==> config.mk <==
export PLATFORM = sky130hd
export DESIGN_NAME = fifo_unpack_pack
export DESIGN_NICKNAME = d
export VERILOG_FILES = /design/src/rtl/fifo_unpack_pack.sv
export SDC_FILE = /design/constraint.sdc
export NUM_CORES = 1
export LEC_CHECK = 0
export ABC_CLOCK_PERIOD_IN_PS = 1550
export BUFFER_PORTS_ARGS = -buffer_cell sky130_fd_sc_hd__buf_2
export CORE_MARGIN = 2
export CORE_UTILIZATION = 40
export CTS_BUF_LIST = sky130_fd_sc_hd__clkbuf_2 sky130_fd_sc_hd__clkbuf_4 sky130_fd_sc_hd__clkbuf_8
export DETAILED_ROUTE_END_ITERATION = 6
export GPL_ROUTABILITY_DRIVEN = 0
export PLACE_DENSITY_LB_ADDON = 0.25
export SLEW_MARGIN = 10
export SYNTH_ARGS = -nofsm -noshare
export SYNTH_HDL_FRONTEND = slang
export SYNTH_SLANG_ARGS = --single-unit
==> constraint.sdc <==
create_clock -name iClk -period 1.55 [get_ports iClk]
set_input_delay 0.0775 -clock iClk [delete_from_list [all_inputs] [get_ports iClk]]
set_output_delay 0.0775 -clock iClk [all_outputs]
set_load 0.005 [all_outputs]
==> src/rtl/fifo_unpack_pack.sv <==
// Drains a registered-read FIFO and packs RATIO narrow words (first word in
// the LSBs) into one wide word presented on a valid/ready output.
module fifo_unpack_pack #(
  parameter int BITWIDTH = 8,
  parameter int RATIO    = 4
) (
  input  logic                          iClk,
  input  logic                          iRst,
  input  logic                          iClr,
  input  logic                          iEmpty,
  output logic                          oEnR,
  input  logic [BITWIDTH-1:0]           iData,
  output logic [BITWIDTH*RATIO-1:0]     oData,
  output logic                          oValid,
  input  logic                          iReady,
  output logic [$clog2(RATIO+1)-1:0]    oCnt
);
  localparam int CW = $clog2(RATIO+1);
  localparam logic [CW-1:0] LAST     = CW'(RATIO-1);
  localparam logic [CW-1:0] FULL     = CW'(RATIO);
  localparam logic [CW:0]   FILL_MAX = (CW+1)'(RATIO);

  logic [CW-1:0]                      cnt_q, cnt_d;
  logic                               pend_q, pend_d;
  logic [RATIO-1:0][BITWIDTH-1:0]     pbuf_q, pbuf_d;
  logic [BITWIDTH*RATIO-1:0]          odata_q, odata_d;
  logic                               ovalid_q, ovalid_d;
  logic [CW:0]                        fill;
  logic                               enr, slot_free;

  // Words held plus the one in flight; never request more than the buffer holds.
  assign fill      = {1'b0, cnt_q} + (CW+1)'(pend_q);
  assign enr       = ~iEmpty & ~iClr & ~iRst & (fill < FILL_MAX);
  assign slot_free = ~ovalid_q | iReady;

  always_comb begin
    cnt_d    = cnt_q;
    pend_d   = enr;
    pbuf_d   = pbuf_q;
    odata_d  = odata_q;
    ovalid_d = ovalid_q & ~iReady;
    if (cnt_q == FULL) begin
      // Stalled complete word waits for the output register to drain.
      if (slot_free) begin
        odata_d  = pbuf_q;
        ovalid_d = 1'b1;
        cnt_d    = '0;
      end
    end else if (pend_q) begin
      for (int i = 0; i < RATIO; i++)
        if (cnt_q == CW'(i)) pbuf_d[i] = iData;
      if (cnt_q == LAST) begin
        if (slot_free) begin
          odata_d  = {iData, pbuf_q[RATIO-2:0]};
          ovalid_d = 1'b1;
          cnt_d    = '0;
        end else begin
          cnt_d = FULL;
        end
      end else begin
        cnt_d = cnt_q + CW'(1);
      end
    end
  end

  always_ff @(posedge iClk) begin
    if (iRst || iClr) begin
      cnt_q    <= '0;
      pend_q   <= 1'b0;
      odata_q  <= '0;
      ovalid_q <= 1'b0;
    end else begin
      cnt_q    <= cnt_d;
      pend_q   <= pend_d;
      odata_q  <= odata_d;
      ovalid_q <= ovalid_d;
    end
  end

  // Buffer contents are don't-care after flush; cnt alone tracks validity.
  always_ff @(posedge iClk) pbuf_q <= pbuf_d;

  assign oEnR   = enr;
  assign oData  = odata_q;
  assign oValid = ovalid_q;
  assign oCnt   = cnt_q;
endmodule

# Word level (Yosys, flattened, before mapping)
# Index checks and enable logic that the tools add are counted.
word_totals:
  register_bits: 69
  inputBits: 13
  output_inout_bits: 37
  wordCells: 52
classes:
  add_sub_neg: 2
  order_cmp: 1
  n_eq_ne: 6
  n_mux: 14
  bitwise_logic: 11
  reduce_logical: 10
op_table:
  columns: ["cell", "n"]
  rows:
  - ["two-way mux 32 bit", 5]
  - ["two-way mux 3 bit", 5]
  - ["AND reduction 3 bit", 4]
  - ["== test 3 x 2 -> 1 bit (second input constant)", 2]
  - ["inverter 1 bit", 6]
  - ["adder 3 x 1 -> 4 bit", 1]
  - ["bitwise AND 1 bit", 4]
  - ["< comparator 4 x 3 -> 1 bit (second input constant)", 1]
  - ["two-way mux 1 bit", 4]
  - ["inequality test 2 bit (second input constant)", 2]
  - ["AND reduction 4 bit", 1]
  - ["nonzero test 2 bit", 2]
  - ["adder 3 x 1 -> 3 bit (second input constant)", 1]
  - ["== test 3 x 1 -> 1 bit (second input constant)", 1]
  - ["== test 3 bit (second input constant)", 1]
  - ["logical NOT 3 bit", 1]
  - ["AND reduction 2 bit", 1]
  - ["logical OR 1 bit", 1]
  - ["OR 1 bit", 1]

# Longest topological paths before layout
depth:
  word_depth: 6
  ltp_mapped: 7
  depth_no_buf: 5

# Least setup slack after synthesis
# No wires, ideal clock.
synth_path:
  kind: "reg-to-reg"
  from: "register cnt_q[0] (netlist: oCnt[0])"
  to: "register odata_q[27] (netlist: oData[27])"
  setup_time_ns: 0.086
  arrival_ns: 1.485
  required_time_ns: 1.464
  slack_ns: -0.020
  stages_incl_launch_ff: 8
  n_path_buf: 2
  synth_period_minus_slack_ns: 1.570
  cell_sequence: "dfxtp_1 -> inv_1 -> ha_1 -> and2_1 -> buf_4 -> buf_6 -> mux2i_1 -> a211oi_1"
synth_between:
  elab_chain_len: 3
  elab_cells_between_ends: 8
  classes_between: "4 x eq/ne; 1 x mux; 3 x reduce/logical"
synth_rtl:
  columns: ["item", "line_no", "text"]
  rows:
  - ["start, declared", "23", "logic [CW-1:0] cnt_q, cnt_d;"]
  - ["start signal, assigned", "73", "cnt_q <= cnt_d;"]
  - ["== test 3 x 2 -> 1 bit or == test 3 bit (tied branches)", "52, 42", null]
  - ["inequality test 2 bit (no source line) or nonzero test 2 bit (tied branches)", null, null]
  - ["AND reduction 4 bit (no source line)", null, null]
  - ["end signal, assigned", "75", "odata_q <= odata_d;"]
  - ["end, declared", "26", "logic [BITWIDTH*RATIO-1:0] odata_q, odata_d;"]
# Parallel ways exist; a longest one is shown, timed or not.
# A chain may end at the register's enable or synchronous reset.

# Worst setup path after layout
layout_path:
  from: "register cnt_q[1] (netlist: oCnt[1])"
  to: "register cnt_q[1] (netlist: oCnt[1])"
layout_between:
  elab_chain_len: 4
  elab_cells_between_ends: 9
  classes_between: "1 x add/sub; 3 x eq/ne; 3 x mux; 2 x reduce/logical"
layout_rtl:
  columns: ["item", "line_no", "text"]
  rows:
  - ["adder 3 x 1 -> 3 bit or == test 3 x 2 -> 1 bit (tied branches)", "61, 52", null]
  - ["two-way mux 3 bit", "52", "if (cnt_q == LAST) begin"]
  - ["two-way mux 3 bit", "49", "end else if (pend_q) begin"]
  - ["two-way mux 3 bit", "42", "if (cnt_q == FULL) begin"]
# Parallel ways exist; a longest one is shown, timed or not. The select of a mux whose other input is x is not followed.

==> reports/metrics.csv <==
stage;metric;value;unit
final_layout;footprint of the multi-input gates;983;sq um
drt;DR iter-0 viols;63;
drt;routed wire length;6460;microns
grt;initial antenna violation count;0;
clock_network;CTS Buf Count;9;
drt;post-route ant nets;0;
critical_path;Crit path max-delay family;simple AND/OR/NAND/NOR gates;
timing;Clock Skew;0.00675;ns
final_layout;Layout Area Growth over Synthesis;24.3;%
critical_path;Reg2Reg Capture Point;oCnt[1];
critical_path;kind of critical path;reg2reg;
floorplanning;Core Box Area;6830;sq um
place;number of port buffers;49;
critical_path;CP Cell Sequence;inv_1 > ha_4 > buf_4 > and4b_1 > or3b_1 > a21oi_1;
floorplanning;Boundary Pins;50;
drt;via count;2074;
clock_network;Post-CTS Setup Bufs;0;
floorplanning;chip height;88.2;microns
critical_path;FF-to-FF path depth;6;
synthesis;Synth cell types;33;
final_layout;Ant. Diodes;0;
clock_network;root buf cell;clkbuf_8;
clock_network;CTS tree;yes;
synthesis;Synth Area per Inst;12.0;sq um
place;Area after DPL;3290;sq um
timing;worst-margin pin slew;0.377;ns
drt;vias per std cell;5.22;
clock_network;Clk pin slew, worst setup/hold paths;0.07;ns
grt;Total Routing Usage GR;18.2;%
floorplanning;die width;88.2;microns
floorplanning;Initial Utilization;41.5;%
pwr;Cell Pwr Density;948;nW/um^2
pwr;Pwr Total;3340;uW
final_layout;Post-Layout Inst Area;3530;sq um
grt;number of global-route vias before repair;2052;
clock_network;latest clock arrival within the worst-skew pair;0.34;ns
final_layout;Final nets;313;
critical_path;Stages on worst setup path;6;
synthesis;Ys Warns;0;
hold_path;type of the most critical hold path;in2reg;
pwr;Peak VDD IR;0.000440;V
drt;1st-pass router iterations;4;
grt;first-pass GRT wire length;10400;microns
pwr;cell leakage power;0.00125;uW
floorplanning;num rows;30;
clock_network;Max clock buf depth;2;
critical_path;CP max stage delay;0.36;ns
synthesis;FF+latch count, synth;69;
critical_path;reg-to-reg critical path startpoint;oCnt[1];
timing;Hold Vio Cnt, Final;0;
timing;Final period util;96.2;%
timing;f_max;0.670;GHz
hold_path;hold path start;iData[5];
critical_path;FF-to-FF setup slack;0.06;ns
timing;endpoints failing setup;0;
drt;DR DRC count;0;
clock_network;H-tree levels;3;
critical_path;CP Buf/Inv Count;2;
final_layout;FF+latch area;1710;sq um
critical_path;Worst EP required;1.83;ns
synthesis;Post-Syn Instances;236;
timing;post-layout minimum cycle time;1.49;ns
flow_run;Max-Cap Viols;0;
place;Final HPWL DP;4350;microns
critical_path;crit end category;register;
synthesis;Cell Area, Synth;2840;sq um
synthesis;Post-Synthesis Net Count;253;
final_layout;filler cell count;651;
grt;largest net degree at the start of global routing;26;
critical_path;slowest CP cell;dfxtp_1;
critical_path;CP arrival;1.77;ns
critical_path;CP Max Fanout;5;
hold_path;Min-Delay Path Depth;1;
status;outcome;completed;
floorplanning;Die Area;7780;sq um
synthesis;Seq/Total Area, Yosys;60.0;%
drt;DR WL/cell;16.3;microns
hold_path;Hold Path End;pbuf_q[13];
critical_path;startpoint types;register;
timing;max_slew headroom;74.8;%
timing;RSZ-0062 raised after global routing;no;
grt;final global-route overflow total;0;
clock_network;Clock Sinks;69;
final_layout;share of cells above drive strength 1;33.6;%
timing;max-slew violations;0;
-- cell usage after synthesis (all sizes together) --
master	n	area share, %
nand2b	1	0.22
clkbuf	10	1.3
a21oi	29	5.2
ha	4	1.8
inv	11	1.5
and2	4	0.88
and3b	1	0.31
buf	16	3.9
edfxtp	32	34
and4b	1	0.35
o31ai	24	6.4
a211oi	8	2.3
or2	1	0.22
mux2i	9	3.2
and3	1	0.22
o31a	8	2.5
nor4	2	0.44
o21ai	2	0.35
nor3	2	0.53
nand3	1	0.18
nand3b	1	0.26
dfxtp	37	26
nor2	1	0.13
o211ai	25	6.6
or3b	1	0.31
nor2b	3	0.66
nand4b	1	0.31
-- routing by layer --
layer	global-route usage (%)	routed length [microns]	vias to the layer above
met5	0	0	-
met4	7.44	104	0
met3	4.85	233	9
met2	29.8	3190	35
met1	23.1	2940	1012
li1	-	-	1018
-- where the power goes --
| part | switching (uW) | leakage [uW] | internal (uW) | total, uW |
|---|---|---|---|---|
| sequential | 4.94 | 0.000588 | 1910 | 1910 |
| combinational | 57.7 | 0.000570 | 33.5 | 91.2 |
| clock | 662 | 0.0000956 | 678 | 1340 |
| total | 724 | 0.00125 | 2620 | 3340 |
-- metrics by stage --
stage                     hold WS, ns  setup slack (ns)  TNS (ns)  util (%)  instances
after floorplan                 0.156            0.0218         0         -        236
after global placement          0.257            0.0260         0      48.2        379
after detailed placement        0.263           -0.0370    -0.235      48.2        379
after CTS                      0.0102            0.0392         0      51.3        397
after global routing          0.00853          0.000303         0      51.6        397
final                          0.0147            0.0585         0      51.6        397
-- timing repair --
item | CTS | global route
endpoints found under the hold margin | 5 | 0
endpoints found under the setup margin | 31 | 11
gates resized for setup | 5 | 4
hold buffers | 2 | 0
-- flip-flops by register name, summed over array words and instances (netlist names) --
register	count
oCnt	3
pend_q	1
oValid	1
oData	32
pbuf_q	32
-- final cells by class --
type / instances / share of cell area [%]
Tap cell: 96 / 3.41
Clock buffer: 12 / 4.51
Clock inverter: 4 / 0.639
Timing Repair Buffer: 75 / 14.0
Inverter: 11 / 1.17
Multi-Input combinational cell: 130 / 27.9
Sequential cell: 69 / 48.4
-- cells by family (layout without fill, tap and decap cells) --
logic type	Yosys count	after routing	share of synthesized area, %
flip-flops	69	69	60.0
adder cells (fa/ha/maj)	4	4	1.76
multiplexers	9	9	3.18
AO/OA/AOI/OAI	96	96	23.3
buffers and inverters	37	102	6.71
AND/OR/NAND/NOR	21	21	5.03
-- cell usage in the layout (no fill, tap or decap), drive strengths merged --
cell type,count
nor2,1
nor2b,3
clkinv,3
nand3b,1
o31ai,24
nand2b,1
nor4,2
nand3,1
ha,4
and3b,1
dlygate4sd3,2
nor3,2
clkinvlp,1
and4b,1
clkbuf,12
and3,1
o21ai,2
nand4b,1
a211oi,8
edfxtp,32
inv,11
or3b,1
and2,4
o31a,8
buf,73
mux2i,9
a21oi,29
dfxtp,37
or2,1
o211ai,25
-- worst max-delay path by stage --
stage                  from         to  slack, ns
floorplan           oCnt[1]  oData[27]       0.02
global placement    oCnt[0]  oData[24]       0.03
detailed placement  oCnt[0]  oData[24]      -0.04
CTS                 oCnt[0]  oData[29]       0.04
global route        oCnt[1]   oData[5]     0.0003
finish              oCnt[1]    oCnt[1]       0.06
Note: power is estimated with default switching activity, not from simulation.
